File: src/rtl/async_fifo_pkg.sv
// Shared types and widths for the async FIFO read-port drainer.
package async_fifo_pkg;

    localparam int unsigned CNT_W = 16;

    typedef enum logic [1:0] {
        ST_IDLE  = 2'd0,
        ST_WAIT  = 2'd1,
        ST_DRAIN = 2'd2
    } state_e;

endpackage

File: src/rtl/async_fifo_rdport_if.sv
// Read-side FIFO pop bus plus the downstream valid/ready stream.
// master = the read-port block (pops the FIFO, drives the stream);
// slave  = its surroundings (the FIFO and the stream consumer).
interface async_fifo_rdport_if #(
    parameter int unsigned DSIZE = 32
);
    logic             rempty;
    logic [DSIZE-1:0] rdata;
    logic             rinc;
    logic             m_valid;
    logic             m_ready;
    logic [DSIZE-1:0] m_data;
    logic             m_burst_end;

    modport master (
        input  rempty,
        input  rdata,
        output rinc,
        output m_valid,
        input  m_ready,
        output m_data,
        output m_burst_end
    );

    modport slave (
        output rempty,
        output rdata,
        input  rinc,
        input  m_valid,
        output m_ready,
        input  m_data,
        input  m_burst_end
    );
endinterface

File: src/rtl/rd_skid_buffer.sv
// Two-entry in-order output buffer; head entry drives the stream outputs.
module rd_skid_buffer #(
    parameter int unsigned WIDTH = 33
) (
    input  logic             i_clk,
    input  logic             i_rst_n,
    input  logic             i_push,
    input  logic [WIDTH-1:0] i_din,
    input  logic             i_ready,
    output logic             o_valid,
    output logic [WIDTH-1:0] o_dout,
    output logic             o_full
);
    logic [1:0]       r_occ;
    logic [WIDTH-1:0] r_head;
    logic [WIDTH-1:0] r_tail;
    logic             w_pop;
    logic             w_push;

    assign w_pop   = (r_occ != 2'd0) && i_ready;
    assign w_push  = i_push && (r_occ != 2'd2);
    assign o_valid = (r_occ != 2'd0);
    assign o_full  = (r_occ == 2'd2);
    assign o_dout  = r_head;

    // Occupancy and entry update; a push and pop at occ=1 refill the head in place.
    always_ff @(posedge i_clk or negedge i_rst_n) begin
        if (!i_rst_n) begin
            r_occ  <= 2'd0;
            r_head <= '0;
            r_tail <= '0;
        end else begin
            case (r_occ)
                2'd0: begin
                    if (w_push) begin
                        r_head <= i_din;
                        r_occ  <= 2'd1;
                    end
                end
                2'd1: begin
                    if (w_push && w_pop) begin
                        r_head <= i_din;
                    end else if (w_push) begin
                        r_tail <= i_din;
                        r_occ  <= 2'd2;
                    end else if (w_pop) begin
                        r_occ  <= 2'd0;
                    end
                end
                default: begin
                    if (w_pop) begin
                        r_head <= r_tail;
                        r_occ  <= 2'd1;
                    end
                end
            endcase
        end
    end
endmodule

File: src/rtl/async_fifo_rdport.sv
// Coalescing read port: waits for TIMEOUT idle cycles (or flush), then pops
// the async FIFO in bursts of up to MAXBURST words into a 2-entry buffer.
module async_fifo_rdport
    import async_fifo_pkg::*;
#(
    parameter int unsigned DSIZE    = 32,
    parameter int unsigned TIMEOUT  = 8,
    parameter int unsigned MAXBURST = 16
) (
    input  logic                rclk,
    input  logic                rrst_n,
    input  logic                flush,
    output logic [CNT_W-1:0]    pop_count,
    async_fifo_rdport_if.master bus
);
    localparam int unsigned TMR_W = (TIMEOUT > 2) ? $clog2(TIMEOUT) : 1;
    localparam int unsigned BUF_W = DSIZE + 1;

    state_e           r_state;
    state_e           w_state_nxt;
    logic [TMR_W-1:0] r_timer;
    logic [CNT_W-1:0] r_burst_cnt;
    logic [CNT_W-1:0] r_pop_count;
    logic             r_armed;
    logic             w_enter_drain;
    logic             w_rinc;
    logic             w_last_pop;
    logic             w_full;
    logic             w_valid;
    logic [BUF_W-1:0] w_head;

    // Pop only from registered state/occupancy and rempty, never from m_ready.
    assign w_rinc     = (r_state == ST_DRAIN) && !bus.rempty && !w_full;
    assign w_last_pop = w_rinc && (r_burst_cnt == CNT_W'(MAXBURST - 1));

    assign bus.rinc        = w_rinc;
    assign bus.m_valid     = w_valid;
    assign bus.m_data      = w_head[DSIZE-1:0];
    assign bus.m_burst_end = w_head[DSIZE];
    assign pop_count       = r_pop_count;

    // State register; r_armed holds the FSM in IDLE for the first edge after reset.
    always_ff @(posedge rclk or negedge rrst_n) begin
        if (!rrst_n) begin
            r_state <= ST_IDLE;
            r_armed <= 1'b0;
        end else begin
            r_state <= w_state_nxt;
            r_armed <= 1'b1;
        end
    end

    // Next-state logic: coalesce in WAIT, drain until burst limit or FIFO empty.
    always_comb begin
        w_state_nxt   = r_state;
        w_enter_drain = 1'b0;
        case (r_state)
            ST_IDLE: begin
                if (r_armed && !bus.rempty) begin
                    if (flush || (TIMEOUT == 0)) begin
                        w_state_nxt   = ST_DRAIN;
                        w_enter_drain = 1'b1;
                    end else begin
                        w_state_nxt = ST_WAIT;
                    end
                end
            end
            ST_WAIT: begin
                if (bus.rempty) begin
                    w_state_nxt = ST_IDLE;
                end else if (flush || (r_timer == TMR_W'(TIMEOUT - 1))) begin
                    w_state_nxt   = ST_DRAIN;
                    w_enter_drain = 1'b1;
                end
            end
            ST_DRAIN: begin
                if (w_last_pop || (bus.rempty && !w_rinc)) begin
                    w_state_nxt = ST_IDLE;
                end
            end
            default: begin
                w_state_nxt = ST_IDLE;
            end
        endcase
    end

    // Idle-coalescing timer: counts WAIT cycles, zero elsewhere.
    always_ff @(posedge rclk or negedge rrst_n) begin
        if (!rrst_n) begin
            r_timer <= '0;
        end else if (r_state == ST_WAIT) begin
            r_timer <= r_timer + TMR_W'(1);
        end else begin
            r_timer <= '0;
        end
    end

    // Burst length counter, restarted on every entry into DRAIN.
    always_ff @(posedge rclk or negedge rrst_n) begin
        if (!rrst_n) begin
            r_burst_cnt <= '0;
        end else if (w_enter_drain) begin
            r_burst_cnt <= '0;
        end else if (w_rinc) begin
            r_burst_cnt <= r_burst_cnt + CNT_W'(1);
        end
    end

    // Free-running pop counter, wraps at 2^16.
    always_ff @(posedge rclk or negedge rrst_n) begin
        if (!rrst_n) begin
            r_pop_count <= '0;
        end else if (w_rinc) begin
            r_pop_count <= r_pop_count + CNT_W'(1);
        end
    end

    rd_skid_buffer #(
        .WIDTH (BUF_W)
    ) u_skid (
        .i_clk   (rclk),
        .i_rst_n (rrst_n),
        .i_push  (w_rinc),
        .i_din   ({w_last_pop, bus.rdata}),
        .i_ready (bus.m_ready),
        .o_valid (w_valid),
        .o_dout  (w_head),
        .o_full  (w_full)
    );
endmodule
File: src/flat_wrapper.sv
// flat-port wrapper written by rule: the top's interface ports become plain ports
module async_fifo_rdport_flat import async_fifo_pkg::*;
#(
    parameter int unsigned DSIZE    = 32,
    parameter int unsigned TIMEOUT  = 8,
    parameter int unsigned MAXBURST = 16
)
  (rclk, rrst_n, flush, pop_count, bus_rempty, bus_rdata, bus_rinc, bus_m_valid, bus_m_ready, bus_m_data, bus_m_burst_end);
  async_fifo_rdport_if #(.DSIZE(DSIZE)) bus_i ();
  input  logic rclk;
  input  logic rrst_n;
  input  logic flush;
  output logic [CNT_W-1:0] pop_count;
  input wire logic [$bits(bus_i.rempty)-1:0] bus_rempty;
  input wire logic [$bits(bus_i.rdata)-1:0] bus_rdata;
  output wire logic [$bits(bus_i.rinc)-1:0] bus_rinc;
  output wire logic [$bits(bus_i.m_valid)-1:0] bus_m_valid;
  input wire logic [$bits(bus_i.m_ready)-1:0] bus_m_ready;
  output wire logic [$bits(bus_i.m_data)-1:0] bus_m_data;
  output wire logic [$bits(bus_i.m_burst_end)-1:0] bus_m_burst_end;
  assign bus_i.rempty = bus_rempty;
  assign bus_i.rdata = bus_rdata;
  assign bus_rinc = bus_i.rinc;
  assign bus_m_valid = bus_i.m_valid;
  assign bus_i.m_ready = bus_m_ready;
  assign bus_m_data = bus_i.m_data;
  assign bus_m_burst_end = bus_i.m_burst_end;
  async_fifo_rdport #(.DSIZE(DSIZE), .TIMEOUT(TIMEOUT), .MAXBURST(MAXBURST)) u_core (.rclk(rclk), .rrst_n(rrst_n), .flush(flush), .pop_count(pop_count), .bus(bus_i));
endmodule
File: config.mk
export PLATFORM = sky130hd
export DESIGN_NAME = async_fifo_rdport_flat
export DESIGN_NICKNAME = d
export VERILOG_FILES = /design/src/rtl/async_fifo_pkg.sv /design/src/rtl/async_fifo_rdport_if.sv /design/src/rtl/rd_skid_buffer.sv /design/src/rtl/async_fifo_rdport.sv /design/src/flat_wrapper.sv
export SDC_FILE = /design/constraint.sdc
export NUM_CORES = 1
export LEC_CHECK = 0
export CORE_ASPECT_RATIO = 1.1
export CORE_UTILIZATION = 30
export CTS_CLUSTER_SIZE = 20
export DETAILED_ROUTE_END_ITERATION = 8
export PLACE_DENSITY_LB_ADDON = 0.12
export SLEW_MARGIN = 15
export SYNTH_ARGS = -nofsm -noshare
export SYNTH_HDL_FRONTEND = slang
export SYNTH_SLANG_ARGS = --single-unit
File: constraint.sdc
create_clock -name rclk -period 2.7 [get_ports rclk]
set_input_delay 0.54 -clock rclk [delete_from_list [all_inputs] [get_ports rclk]]
set_output_delay 0.54 -clock rclk [all_outputs]
set_load 0.01 [all_outputs]
# ---- After elaboration in Yosys (flattened, before gate mapping)
# Index checks and enable logic that the tools add are counted.
dict set report totals {
  ff_bits 106
  output_inout_bits 51
}
dict set report op_classes {
  add_sub_neg 3
  n_eq_ne 14
  mux 24
  bitwise 1
  reduce_logical 22
}
# cell count
set ops {}
lappend ops {{two-way mux 33 bit} 3}
lappend ops {{one-hot mux 33 bit (2 select lines)} 1}
lappend ops {{adder 16 x 1 -> 16 bit, second input constant} 2}
lappend ops {{two-way mux 16 bit} 2}
lappend ops {{two-way mux 2 bit} 10}
lappend ops {{== test 16 x 4 -> 1 bit, second input constant} 1}
lappend ops {{inequality test 2 bit, second input constant} 5}
lappend ops {{AND reduction 3 bit} 3}
lappend ops {{logical AND 1 bit} 8}
lappend ops {{one-hot mux 2 bit (3 select lines)} 1}
lappend ops {{== test 2 x 1 -> 1 bit, second input constant} 2}
lappend ops {{== test 2 bit, second input constant} 2}
lappend ops {{logical NOT 2 bit} 2}
lappend ops {{two-way mux 1 bit} 4}
lappend ops {{one-hot mux 2 bit (2 select lines)} 1}
lappend ops {{AND reduction 4 bit} 1}
lappend ops {{nonzero test 2 bit} 2}
lappend ops {{adder 3 x 1 -> 3 bit, second input constant} 1}
lappend ops {{== test 3 bit, second input constant} 1}
lappend ops {{logical NOT 1 bit} 3}
lappend ops {{two-way mux 3 bit} 1}
lappend ops {{inequality test 3 x 2 -> 1 bit, second input constant} 1}
lappend ops {{inequality test 3 bit, second input constant} 1}
lappend ops {{nonzero test 3 bit} 1}
lappend ops {{other kinds (4)} 5}

# ---- Longest topological paths before layout
dict set report logic_depth {
  word_depth 8
  mapped_depth 7
}

# ---- Hierarchy
# From an unflattened synthesis, not the netlist that was laid out.
dict set report hier_totals {
  cells_unflattened 361
  hier_area_um2 4804.6
}
# module instances cells_each area_per_inst_um2
set modules_own_cells {}
lappend modules_own_cells {rd_skid_buffer 1 188 3019.1}
lappend modules_own_cells {async_fifo_rdport 1 173 1785.5}

# ---- Worst setup path after synthesis
# Ideal clock, no wire load.
dict set report synth_path {
  path_type {input -> register}
  from {input bus_rempty}
  to {register u_core.r_burst_cnt[12]}
  arrival_ps 2163
  path_slack_ps 458
  stages 6
  path_buffers 2
  path_cell_list {or3b_1 > buf_6 > or3_1 > buf_2 > or4_1 > a21oi_1}
}
dict set report synth_between {
  elab_chain_cells 5
  elab_cells_between_ends 9
  cone_classes {mux (4); reduce/logical (5)}
}
# item line
set synth_rtl {}
lappend synth_rtl {{from (decl)} flat_wrapper.sv:14} ;# input wire logic [$bits(bus_i.rempty)-1:0] bus_rempty;
lappend synth_rtl {{logical NOT 1 bit} {async_fifo_rdport.sv:33, async_fifo_rdport.sv:59}}
lappend synth_rtl {{logical AND 1 bit} async_fifo_rdport.sv:59} ;# if (r_armed && !bus.rempty) begin
lappend synth_rtl {{two-way mux 1 bit} async_fifo_rdport.sv:59}
lappend synth_rtl {{one-hot mux 1 bit (2 select lines)} async_fifo_rdport.sv:57} ;# case (r_state)
lappend synth_rtl {{two-way mux 16 bit or nonzero test 2 bit (tied branches)} -}
lappend synth_rtl {{to (signal assigned)} async_fifo_rdport.sv:105} ;# r_burst_cnt <= r_burst_cnt + CNT_W'(1);
lappend synth_rtl {{to (decl)} async_fifo_rdport.sv:22} ;# logic [CNT_W-1:0] r_burst_cnt;
# Parallel ways exist; a longest one is shown, timed or not.
# A chain may end at the register's enable or synchronous reset.

# ---- Worst setup path in the final report
dict set report layout_path {
  from {input bus_rempty}
  to {output bus_rinc}
}
dict set report layout_between {
  elab_chain_cells 3
}
# item line
set layout_rtl {}
lappend layout_rtl {{logical NOT 1 bit} async_fifo_rdport.sv:33} ;# assign w_rinc = (r_state == ST_DRAIN) && !bus.rempty && !w_full;
lappend layout_rtl {{logical AND 1 bit (2 in series)} async_fifo_rdport.sv:33}
lappend layout_rtl {{to (decl)} flat_wrapper.sv:16} ;# output wire logic [$bits(bus_i.rinc)-1:0] bus_rinc;
# No other way between the ends.

==> results.toml <==
[status]
status = "complete, no violations"

[clock_network]
postCtsResizedCells = 1
cts_buffers = 9
postCtsSetupBuffers = 0
clockRootBuffer = "clkbuf_16"
cts.sinks = 106
cts.path.max_buffers = 2
clk_latency_ns = 0.35
postCtsHoldBufs = 0
htree_levels = 3
path_clk_slew_ns = 0.07
cts_tree = "built"

[sta]
hold_viol_final = 0
fin_crit_sh_pct = 84.7
fmax_mhz = 437
rsz0062_at_grt = "no"
tightest_slew_ns = 0.717
slew_headroom_pct = 52.2
finalClockSkew_ns = 0.00479
finalMaxSlewViolations = 0
period_needed_ns = 2.29
setup_viol = 0

[placement]
post-place-cells = 681
io_buffer_count = 87
place_congestion = 0.754
place_hpwl_um = 6850

[finish]
multiInputGateArea_um2 = 1880
drive_above_1_share_pct = 16.0
post-route-util_pct = 40.8
register_area_um2 = 2650
layout.nets = 537
finalNonFillerCells = 697
area_growth_syn_to_layout_pct = 32.7
antenna_cells = 0
fillCellCount = 1498

[floorplanning]
coreArea_um2 = 15100
start_util_pct = 30.7
ios = 88
die_y_um = 132
dieArea_um2 = 15900
rows = 47
dieWidth_um = 120

[synth]
ys_seq_area_share_pct = 57.4
synthTopCellsByArea = "dfrtp_1 57%, mux2_2 8.8%, mux2i_1 7.4%"
yosys.area.top_type = "dfrtp_1"
ys_warn_count = 0
synth_area_um2 = 4620
synth-main-ff-cell = "dfrtp_1"
syn_nets = 439
syn_inst = 398
synth-async-reset-ratio_pct = 100
yosysTopAreaCellShare_pct = 57.4
synth_seq_cells = 106
syn-mean-instance-area_um2 = 11.6
yosysMostFrequentCell = "dfrtp_1"
synth-edff-count = 0
netlist-cell-type-count = 38
synth.top_cells.by_count = "106 x dfrtp_1, 45 x nand2_1, 37 x o21ai_0, 36 x mux2_2, 34 x mux2i_1"

[power_and_ir_drop]
leakage_uw = 0.00266
internal_power_uw = 3150
switchingPower_uw = 1210
combPwrFrac_pct = 22.9
switching_share_pct = 27.7
power_frac_seq_pct = 48.0
ir_drop_mv = 0.350
p_per_area_nw_per_um2 = 710
pwr-share-clk_pct = 29.1

[worst_setup_path]
crit_chain = "clkdlybuf4s50_1, or3b_4, nor2_1, dlymetal6s2s_1"
cp-end-kind = "output port"
slowest_stage = "clkdlybuf4s50_1"
path_max_fanout = 5
critPathMaxStageDelay_ns = 0.44
setup.worst_path.class = "input port to output port"
worstPathArrival_ns = 1.75
rr_worst_depth = 5
start_kind = "input port"
crit_required_ns = 2.16

[global_routing]
grt_max_degree = 49
grt_use_total_pct = 14.3
grt_pass1_wl_um = 17400
antenna_found_initial = 0
overflow = 0
grt_pass1_vias = 3399

[routing]
vias_per_cell = 4.71
antenna_left = 0
via_count = 3283
drc = 0
routedWlPerCell_um = 14.7
dr.pass1.iters = 4
drt_iter0_drc = 95
wl_um = 10200

[worst_hold_path]
hold_class = "input port to asynchronous set/reset pin"

[run]
maxCapViolations = 0
[placed cells by master (no fill, tap or decap), drive strengths merged, types with 6 or more instances in the layout]
cell	instances
a21oi	10
buf	22
clkbuf	11
clkdlybuf4s50	85
dfrtp	106
inv	6
mux2	36
mux2i	34
nand2	45
nand3	10
nand4	7
nor2	16
nor4	8
o21ai	37
o31ai	6
or4	6
xnor2	16
xor2	6
[critical path, delay by kind of cell]
family | cells | cell delay [ns]
AND/OR/NAND/NOR | 2 | 0.57
buffers and inverters | 2 | 0.62
[state kept, by name (all words and copies together), names as in the netlist]
signal                count
u_core.pop_count         16
u_core.r_armed            1
u_core.r_burst_cnt       16
u_core.r_state            2
u_core.r_timer            3
u_core.u_skid.o_dout     33
u_core.u_skid.r_occ       2
u_core.u_skid.r_tail     33
[power groups by stage]
stage | clock network, uW | logic (uW) | registers [uW]
2_1_floorplan | 0 | 311 | 2180
3_3_place_gp | 0 | 1000 | 2110
3_5_place_dp | 0 | 1020 | 2120
4_1_cts | 1330 | 1030 | 2100
5_1_grt | 1390 | 1110 | 2140
6_report | 1270 | 999 | 2090
[cell families (layout without fill, tap and decap cells)]
logic type      count (synthesis)  in the layout  synth area share (%)
compound gates                 56             56                  6.55
xor+xnor                       22             22                  4.17
fa+ha+maj                       4              4                  1.08
buf+inv                        27            130                  2.46
flops                         106            106                  57.4
mux                            70             70                  16.1
other cells                     1              1                0.0811
simple gates                  112            112                  12.2
[per-layer routing]
metal | global-route usage, % | vias up | part of all wire (%)
met2 | 22.3 | 66 | 46
met4 | 5.76 | 0 | 1.7
met3 | 4.71 | 12 | 5.2
met5 | 0 | - | 0
met1 | 18.2 | 1609 | 47
li1 | - | 1596 | -
[per-stage QoR]
stage / hold slack (ns) / area (um^2) / power [uW] / setup WS, ns / TNS (ns)
2_1_floorplan: 0.244 / 4620 / 2490 / 0.458 / 0
6_report: 0.163 / 6140 / 4360 / 0.412 / 0
4_1_cts: 0.185 / 6130 / 4450 / 0.0154 / 0
3_5_place_dp: 0.433 / 5850 / 3140 / -0.0345 / -0.0345
3_3_place_gp: 0.427 / 5850 / 3110 / -0.0646 / -0.0646
5_1_grt: 0.199 / 6140 / 4640 / 0.317 / 0
[path summary, 6_finish.rpt]
path / start / endpoint / slack, ns
min: rrst_n / u_core.r_burst_cnt[11] / 0.16
max in group asynchronous: rrst_n / u_core.u_skid.r_occ[1] / 1.88
min reg2reg: u_core.r_timer[0] / u_core.r_timer[0] / 0.44
max: bus_rempty / bus_rinc / 0.41
max reg2reg: u_core.r_state[0] / u_core.u_skid.o_dout[32] / 0.57
min in group rclk: u_core.r_timer[0] / u_core.r_timer[0] / 0.44
[layout make-up]
type,instances,area share [%]
Clock buffer,11,4.12
Inverter,6,0.367
Clock inverter,5,0.469
Multi-Input combinational cell,265,30.6
Timing Repair Buffer,108,17.2
Sequential cell,106,43.2
Tap cell,196,4.00
Power figures use the tool's default switching activity.
